## config.mk

```make
export PLATFORM = sky130hd
export DESIGN_NAME = multicycle_sequencer_flat
export DESIGN_NICKNAME = d
export VERILOG_FILES = /design/src/rtl/multicycle_sequencer_if.sv /design/src/rtl/multicycle_sequencer.sv /design/src/flat_wrapper.sv
export SDC_FILE = /design/constraint.sdc
export NUM_CORES = 1
export LEC_CHECK = 0
export CAP_MARGIN = 20
export CORE_MARGIN = 1
export CORE_UTILIZATION = 30
export DETAILED_ROUTE_END_ITERATION = 10
export GPL_TIMING_DRIVEN = 0
export RECOVER_POWER = 100
export SLEW_MARGIN = 20
export SYNTH_ARGS = -nofsm -noshare
export SYNTH_HDL_FRONTEND = slang
export SYNTH_SLANG_ARGS = --single-unit
```

## constraint.sdc

```tcl
create_clock -name clk_i -period 3.15 [get_ports clk_i]
set_input_delay 0.63 -clock clk_i [delete_from_list [all_inputs] [get_ports clk_i]]
set_output_delay 0.63 -clock clk_i [all_outputs]
set_load 0.005 [all_outputs]
```

## src/rtl/multicycle_sequencer_if.sv

```systemverilog
// Bundle of control/handshake signals between the multicycle sequencer
// and the decoder, memories, register file and PC register around it.
//
// Handshake rules (imem and dmem alike): the sequencer raises a request
// and holds it until the matching ready is seen high at a rising clock.
// Ready may already be high in the same cycle as the request. A ready is
// ignored in every state except the one that raised its request.
interface multicycle_sequencer_if #(
  parameter int COUNT_BITS = 32
) ();
  logic                  halt;
  logic                  imem_ready;
  logic                  dmem_ready;
  logic                  dec_wEn;
  logic                  dec_mem_wEn;
  logic                  dec_wb_sel;
  logic                  dec_next_PC_select;
  logic                  imem_req;
  logic                  ir_load;
  logic                  dmem_req;
  logic                  mem_wEn;
  logic                  load_capture;
  logic                  reg_wEn;
  logic                  pc_wEn;
  logic                  pc_sel;
  logic                  halted;
  logic [2:0]            state;
  logic [COUNT_BITS-1:0] instret;

  // Sequencer side
  modport master (
    input  halt, imem_ready, dmem_ready, dec_wEn, dec_mem_wEn, dec_wb_sel,
           dec_next_PC_select,
    output imem_req, ir_load, dmem_req, mem_wEn, load_capture, reg_wEn,
           pc_wEn, pc_sel, halted, state, instret
  );

  // Datapath / memory / environment side
  modport slave (
    output halt, imem_ready, dmem_ready, dec_wEn, dec_mem_wEn, dec_wb_sel,
           dec_next_PC_select,
    input  imem_req, ir_load, dmem_req, mem_wEn, load_capture, reg_wEn,
           pc_wEn, pc_sel, halted, state, instret
  );
endinterface

```

## src/rtl/multicycle_sequencer.sv

```systemverilog
// Multi-cycle control FSM: steps the datapath through
// FETCH/DECODE/EXECUTE/MEM/WB, latches decoder controls, gates the
// architectural write enables into one-cycle pulses, and provides
// run/halt control plus a retired-instruction counter.
module multicycle_sequencer #(
  parameter int COUNT_BITS = 32
) (
  input  logic                    clk_i,
  input  logic                    rst_ni,
  multicycle_sequencer_if.master  bus
);

  typedef enum logic [2:0] {
    S_BOOT    = 3'd0,
    S_FETCH   = 3'd1,
    S_DECODE  = 3'd2,
    S_EXECUTE = 3'd3,
    S_MEM     = 3'd4,
    S_WB      = 3'd5,
    S_HALT    = 3'd6
  } state_e;

  state_e                state_q, state_d;
  logic                  wen_q, st_q, ld_q, sel_q;
  logic [COUNT_BITS-1:0] instret_q;

  logic imem_req_d, ir_load_d, dmem_req_d, mem_wen_d, load_capture_d;
  logic reg_wen_d, pc_wen_d, pc_sel_d, halted_d;

  // State register; reset forces BOOT immediately, dropping any pending request
  always_ff @(posedge clk_i or negedge rst_ni) begin
    if (!rst_ni) begin
      state_q <= S_BOOT;
    end else begin
      state_q <= state_d;
    end
  end

  // Next-state and strobe decode; only ir_load/load_capture look at ready inputs
  always_comb begin
    state_d        = state_q;
    imem_req_d     = 1'b0;
    ir_load_d      = 1'b0;
    dmem_req_d     = 1'b0;
    mem_wen_d      = 1'b0;
    load_capture_d = 1'b0;
    reg_wen_d      = 1'b0;
    pc_wen_d       = 1'b0;
    pc_sel_d       = 1'b0;
    halted_d       = 1'b0;
    case (state_q)
      S_BOOT: begin
        state_d = S_FETCH;
      end
      S_FETCH: begin
        imem_req_d = 1'b1;
        if (bus.imem_ready) begin
          ir_load_d = 1'b1;
          state_d   = S_DECODE;
        end
      end
      S_DECODE: begin
        state_d = S_EXECUTE;
      end
      S_EXECUTE: begin
        state_d = (st_q || ld_q) ? S_MEM : S_WB;
      end
      S_MEM: begin
        dmem_req_d = 1'b1;
        mem_wen_d  = st_q;
        if (bus.dmem_ready) begin
          // A combined store+load is treated as a store: no load capture
          load_capture_d = ld_q & ~st_q;
          state_d        = S_WB;
        end
      end
      S_WB: begin
        reg_wen_d = wen_q;
        pc_wen_d  = 1'b1;
        pc_sel_d  = sel_q;
        state_d   = bus.halt ? S_HALT : S_FETCH;
      end
      S_HALT: begin
        halted_d = 1'b1;
        if (!bus.halt) begin
          state_d = S_FETCH;
        end
      end
      default: begin
        // Unused code 7 recovers through BOOT
        state_d = S_BOOT;
      end
    endcase
  end

  // Latch decoder controls in DECODE/EXECUTE and count retirements in WB
  always_ff @(posedge clk_i or negedge rst_ni) begin
    if (!rst_ni) begin
      wen_q     <= 1'b0;
      st_q      <= 1'b0;
      ld_q      <= 1'b0;
      sel_q     <= 1'b0;
      instret_q <= '0;
    end else begin
      if (state_q == S_DECODE) begin
        wen_q <= bus.dec_wEn;
        st_q  <= bus.dec_mem_wEn;
        ld_q  <= bus.dec_wb_sel;
      end
      if (state_q == S_EXECUTE) begin
        sel_q <= bus.dec_next_PC_select;
      end
      if (state_q == S_WB) begin
        instret_q <= instret_q + 1'b1;
      end
    end
  end

  assign bus.imem_req     = imem_req_d;
  assign bus.ir_load      = ir_load_d;
  assign bus.dmem_req     = dmem_req_d;
  assign bus.mem_wEn      = mem_wen_d;
  assign bus.load_capture = load_capture_d;
  assign bus.reg_wEn      = reg_wen_d;
  assign bus.pc_wEn       = pc_wen_d;
  assign bus.pc_sel       = pc_sel_d;
  assign bus.halted       = halted_d;
  assign bus.state        = state_q;
  assign bus.instret      = instret_q;

endmodule
```

## src/flat_wrapper.sv

```systemverilog
// flat-port wrapper written by rule: the top's interface ports become plain ports
module multicycle_sequencer_flat 
#(
  parameter int COUNT_BITS = 32
)
  (clk_i, rst_ni, bus_halt, bus_imem_ready, bus_dmem_ready, bus_dec_wEn, bus_dec_mem_wEn, bus_dec_wb_sel, bus_dec_next_PC_select, bus_imem_req, bus_ir_load, bus_dmem_req, bus_mem_wEn, bus_load_capture, bus_reg_wEn, bus_pc_wEn, bus_pc_sel, bus_halted, bus_state, bus_instret);
  multicycle_sequencer_if #(.COUNT_BITS(COUNT_BITS)) bus_i ();
  input  logic clk_i;
  input  logic rst_ni;
  input wire logic [$bits(bus_i.halt)-1:0] bus_halt;
  input wire logic [$bits(bus_i.imem_ready)-1:0] bus_imem_ready;
  input wire logic [$bits(bus_i.dmem_ready)-1:0] bus_dmem_ready;
  input wire logic [$bits(bus_i.dec_wEn)-1:0] bus_dec_wEn;
  input wire logic [$bits(bus_i.dec_mem_wEn)-1:0] bus_dec_mem_wEn;
  input wire logic [$bits(bus_i.dec_wb_sel)-1:0] bus_dec_wb_sel;
  input wire logic [$bits(bus_i.dec_next_PC_select)-1:0] bus_dec_next_PC_select;
  output wire logic [$bits(bus_i.imem_req)-1:0] bus_imem_req;
  output wire logic [$bits(bus_i.ir_load)-1:0] bus_ir_load;
  output wire logic [$bits(bus_i.dmem_req)-1:0] bus_dmem_req;
  output wire logic [$bits(bus_i.mem_wEn)-1:0] bus_mem_wEn;
  output wire logic [$bits(bus_i.load_capture)-1:0] bus_load_capture;
  output wire logic [$bits(bus_i.reg_wEn)-1:0] bus_reg_wEn;
  output wire logic [$bits(bus_i.pc_wEn)-1:0] bus_pc_wEn;
  output wire logic [$bits(bus_i.pc_sel)-1:0] bus_pc_sel;
  output wire logic [$bits(bus_i.halted)-1:0] bus_halted;
  output wire logic [$bits(bus_i.state)-1:0] bus_state;
  output wire logic [$bits(bus_i.instret)-1:0] bus_instret;
  assign bus_i.halt = bus_halt;
  assign bus_i.imem_ready = bus_imem_ready;
  assign bus_i.dmem_ready = bus_dmem_ready;
  assign bus_i.dec_wEn = bus_dec_wEn;
  assign bus_i.dec_mem_wEn = bus_dec_mem_wEn;
  assign bus_i.dec_wb_sel = bus_dec_wb_sel;
  assign bus_i.dec_next_PC_select = bus_dec_next_PC_select;
  assign bus_imem_req = bus_i.imem_req;
  assign bus_ir_load = bus_i.ir_load;
  assign bus_dmem_req = bus_i.dmem_req;
  assign bus_mem_wEn = bus_i.mem_wEn;
  assign bus_load_capture = bus_i.load_capture;
  assign bus_reg_wEn = bus_i.reg_wEn;
  assign bus_pc_wEn = bus_i.pc_wEn;
  assign bus_pc_sel = bus_i.pc_sel;
  assign bus_halted = bus_i.halted;
  assign bus_state = bus_i.state;
  assign bus_instret = bus_i.instret;
  multicycle_sequencer #(.COUNT_BITS(COUNT_BITS)) u_core (.clk_i(clk_i), .rst_ni(rst_ni), .bus(bus_i));
endmodule
```

==> out/summary.log <==
qor: run_status.status complete, no violations
qor: power.total_power 1.49 mW
qor: global_routing.first_global_vias 1517
qor: die.die_width 81.8 um
qor: setup_path.critical_path_maximum_fanout 10
qor: yosys.synth.cell_area 1910 um^2
qor: yosys.yosys_register_bits 39
qor: job.maxCapViolCount 0
qor: detailed_routing.routed_len_inst 13.6 um
qor: sta.number_of_endpoints_with_negative_hold_slack_in_the_final_report 0
qor: final_layout.n_antenna_cell 0
qor: clocking.htreeDepth 2
qor: global_routing.pin_count_of_the_biggest_net_entering_global_routing 27
qor: detailed_routing.drt-initial-drc-count 80
qor: detailed_routing.count_of_vias_placed_by_the_detailed_router 1539
qor: detailed_routing.drc 0
qor: clocking.cts_inserted_buffers 5
qor: die.coreArea 6030 um^2
qor: global_routing.grt_pass1_wl 7240 um
qor: yosys.netlist_instances 177
qor: power.max-vdd-ir-drop 0.000361 V
qor: setup_path.cp-end-kind primary output
qor: yosys.yosys_warnings 0
qor: final_layout.num-fill-cells 591
qor: final_layout.multi_input_area 873 um^2
qor: final_layout.drive_gt1_frac 0.0630
qor: sta.aggregate_negative_setup_slack 0 ps
qor: placed_design.port_buffers 52
qor: clocking.post_cts_setup_buffers 0
qor: clocking.numClockSinks 39
qor: sta.slew_headroom 0.0667
qor: yosys.synth.yosys.seq_area_share 0.511
qor: detailed_routing.totalWireLength 4260 um
qor: setup_path.cpPeakStageDelay 560 ps
qor: yosys.synth.lib_cells_used.distinct 34
qor: yosys.synth_nets 187
qor: placed_design.place_congestion 0.718
qor: setup_path.setup_slack_of_the_most_critical_reg_to_reg_path 1080 ps
qor: die.die_area 6680 um^2
qor: clocking.postCtsHoldBufs 0
qor: clocking.cts_buffer_depth 2
qor: global_routing.initial_antenna_violation_count 0
qor: sta.worstMarginPinSlew 1400 ps
qor: sta.grt_setup_unrepaired false
qor: final_layout.finalNetCount 247
qor: sta.timing.final.setup_violations 0
qor: worst_hold_path.worst_hold_path_type primary input to asynchronous set/reset pin
qor: sta.timing_max_transition_violations_final 0
qor: final_layout.area_growth_synth_to_finish 37.3%
qor: placed_design.dpl.hpwl 3180 um
qor: clocking.cts_repair_resized_insts 0
qor: detailed_routing.ant_nets 0
qor: setup_path.cp_top_family buffers and inverters
qor: clocking.tritoncts built
qor: detailed_routing.drtPass1Iterations 4
qor: die.rows 28
qor: clocking.clkTransAtPathRegs 80 ps
qor: detailed_routing.detail_route.vias_per_cell 4.92
qor: setup_path.crit_path_cell_trace clkbuf_1 -> nor3_1 -> and4b_1 -> dlygate4sd3_1
qor: sta.final_cycle_share 0.834
qor: sta.fmax 380 MHz
qor: final_layout.register_area 976 um^2
qor: global_routing.globalRouteOverflowTotal 0
qor: sta.final_period_minus_worst_setup_slack 2630 ps
qor: setup_path.cp_data_arrival_time 2000 ps
qor: setup_path.required 2520 ps
qor: clocking.clock-root-buffer sky130_fd_sc_hd__clkbuf_8
qor: clocking.worst_skew_pair_latency 290 ps
qor: global_routing.global_route.usage.total 0.145
qor: die.die-height 81.8 um
qor: die.io_pins 53
qor: setup_path.setup.worst_path.start_class register
qor: power.power.leakage 1.23 nW
qor: sta.fin_skew 6.12 ps
qor: setup_path.critical-path-slowest-cell sky130_fd_sc_hd__dlygate4sd3_1
qor: setup_path.criticalPathCategory register to primary output
qor: power.power_density 570 nW/um^2
qor: die.start_util 0.317
qor: yosys.synth.avg_cell_area 10.8 um^2
qor: setup_path.critical_path_buf_inv_count 2
area by class of cell:
type / instances / area share
flip-flops and latches: 39 / 0.372
multi-input cells: 127 / 0.333
repair buffers: 53 / 0.198
well taps: 75 / 0.0358
clock buffers: 6 / 0.0315
clock inverters: 2 / 0.0134
plain buffers: 6 / 0.00860
inverters: 5 / 0.00716
cells in the mapped netlist:
master,instances,area (um^2)
sky130_fd_sc_hd__dfrtp_1,39,976
sky130_fd_sc_hd__xnor2_1,21,184
sky130_fd_sc_hd__nand2_1,13,48.8
sky130_fd_sc_hd__nand4_1,13,81.3
sky130_fd_sc_hd__nand3_1,10,50.1
sky130_fd_sc_hd__xor2_1,10,87.6
sky130_fd_sc_hd__and2_1,9,56.3
sky130_fd_sc_hd__and3_1,8,50.1
sky130_fd_sc_hd__nor2_1,6,22.5
sky130_fd_sc_hd__inv_1,5,18.8
sky130_fd_sc_hd__mux2_2,5,56.3
sky130_fd_sc_hd__nor4_1,5,31.3
sky130_fd_sc_hd__clkbuf_1,4,15.0
sky130_fd_sc_hd__nor3_1,4,20.0
sky130_fd_sc_hd__nor3b_1,3,22.5
sky130_fd_sc_hd__and4_1,2,17.5
sky130_fd_sc_hd__and4b_1,2,20.0
sky130_fd_sc_hd__o21ai_0,2,10.0
sky130_fd_sc_hd__a211oi_1,1,7.51
sky130_fd_sc_hd__and2_0,1,6.26
sky130_fd_sc_hd__and3_2,1,7.51
sky130_fd_sc_hd__and4_2,1,10.0
sky130_fd_sc_hd__buf_1,1,3.75
sky130_fd_sc_hd__buf_2,1,5.00
sky130_fd_sc_hd__ha_1,1,12.5
sky130_fd_sc_hd__maj3_1,1,10.0
sky130_fd_sc_hd__mux2i_1,1,10.0
sky130_fd_sc_hd__nand3b_1,1,7.51
sky130_fd_sc_hd__nand4_2,1,12.5
sky130_fd_sc_hd__nor4_2,1,12.5
sky130_fd_sc_hd__o211ai_1,1,7.51
sky130_fd_sc_hd__o21a_1,1,7.51
sky130_fd_sc_hd__o32ai_1,1,8.76
sky130_fd_sc_hd__or4_4,1,11.3
metal layers:
metal  routed length (um)  vias to the layer above  share of wire  GRT usage
met5                    0                        -              0          0
met4                   59                        0          0.014     0.0474
met3                  218                        7          0.051     0.0344
met2                 1920                       46           0.45      0.223
met1                 2060                      741           0.48      0.198
li1                     -                      745              -          -
path summary, 6_finish.rpt:
kind,cells past startpoint,to,startpoint
min reg2reg,1,u_core.bus.instret[31],u_core.bus.instret[31]
max,4,bus_load_capture,u_core.bus.state[0]
min,1,u_core.bus.instret[5],rst_ni
max in group asynchronous,2,u_core.bus.instret[18],rst_ni
max reg2reg,5,u_core.bus.instret[21],u_core.bus.instret[4]
min in group clk_i,1,u_core.bus.instret[31],u_core.bus.instret[31]
stage by stage:
step | worst slack (ps) | area, um^2 | hold WS [ps] | utilization | std cells
2_1_floorplan | 1380 | 1910 | 334 | - | 177
3_3_place_gp | 418 | 2520 | 455 | 0.419 | 304
3_5_place_dp | 730 | 2540 | 478 | 0.421 | 305
4_1_cts | 539 | 2660 | 239 | 0.441 | 313
5_1_grt | 378 | 2620 | 433 | 0.435 | 313
6_report | 522 | 2620 | 363 | 0.435 | 313
cell families (layout without fill, tap and decap cells):
| family | Yosys count | count (layout) | share of synthesized area |
|---|---|---|---|
| flip-flops | 39 | 39 | 0.511 |
| adder cells (fa/ha/maj) | 2 | 2 | 0.0118 |
| AO/OA/AOI/OAI | 6 | 6 | 0.0216 |
| multiplexers | 6 | 6 | 0.0348 |
| XOR/XNOR | 31 | 31 | 0.142 |
| AND/OR/NAND/NOR | 82 | 82 | 0.256 |
| buffers and inverters | 11 | 72 | 0.0223 |
power breakdown:
part / internal, mW / total [mW] / switching (mW)
registers: 0.576 / 0.655 / 0.0787
clock network: 0.256 / 0.434 / 0.178
logic: 0.232 / 0.404 / 0.172
total: 1.07 / 1.49 / 0.428
placed cells by master, fill, tap and decap left out, types with 4 or more instances in the layout:
| master | instances |
|---|---|
| sky130_fd_sc_hd__and2_1 | 6 |
| sky130_fd_sc_hd__nor2_1 | 6 |
| sky130_fd_sc_hd__clkdlybuf4s50_1 | 9 |
| sky130_fd_sc_hd__clkbuf_8 | 6 |
| sky130_fd_sc_hd__nand2_1 | 13 |
| sky130_fd_sc_hd__nor4_1 | 6 |
| sky130_fd_sc_hd__inv_1 | 5 |
| sky130_fd_sc_hd__nand3_1 | 10 |
| sky130_fd_sc_hd__nor3_1 | 4 |
| sky130_fd_sc_hd__dfrtp_1 | 39 |
| sky130_fd_sc_hd__mux2_2 | 5 |
| sky130_fd_sc_hd__nand4_1 | 14 |
| sky130_fd_sc_hd__xor2_1 | 10 |
| sky130_fd_sc_hd__clkbuf_1 | 8 |
| sky130_fd_sc_hd__and2_0 | 4 |
| sky130_fd_sc_hd__xnor2_1 | 21 |
| sky130_fd_sc_hd__and3_1 | 8 |
| sky130_fd_sc_hd__dlygate4sd3_1 | 42 |
state kept, by name (all words and copies together), names as in the netlist:
name                flops
u_core.ld_q             1
u_core.wen_q            1
u_core.bus.instret     32
u_core.st_q             1
u_core.bus.state        3
u_core.sel_q            1
(Power assumes the default switching activity.)
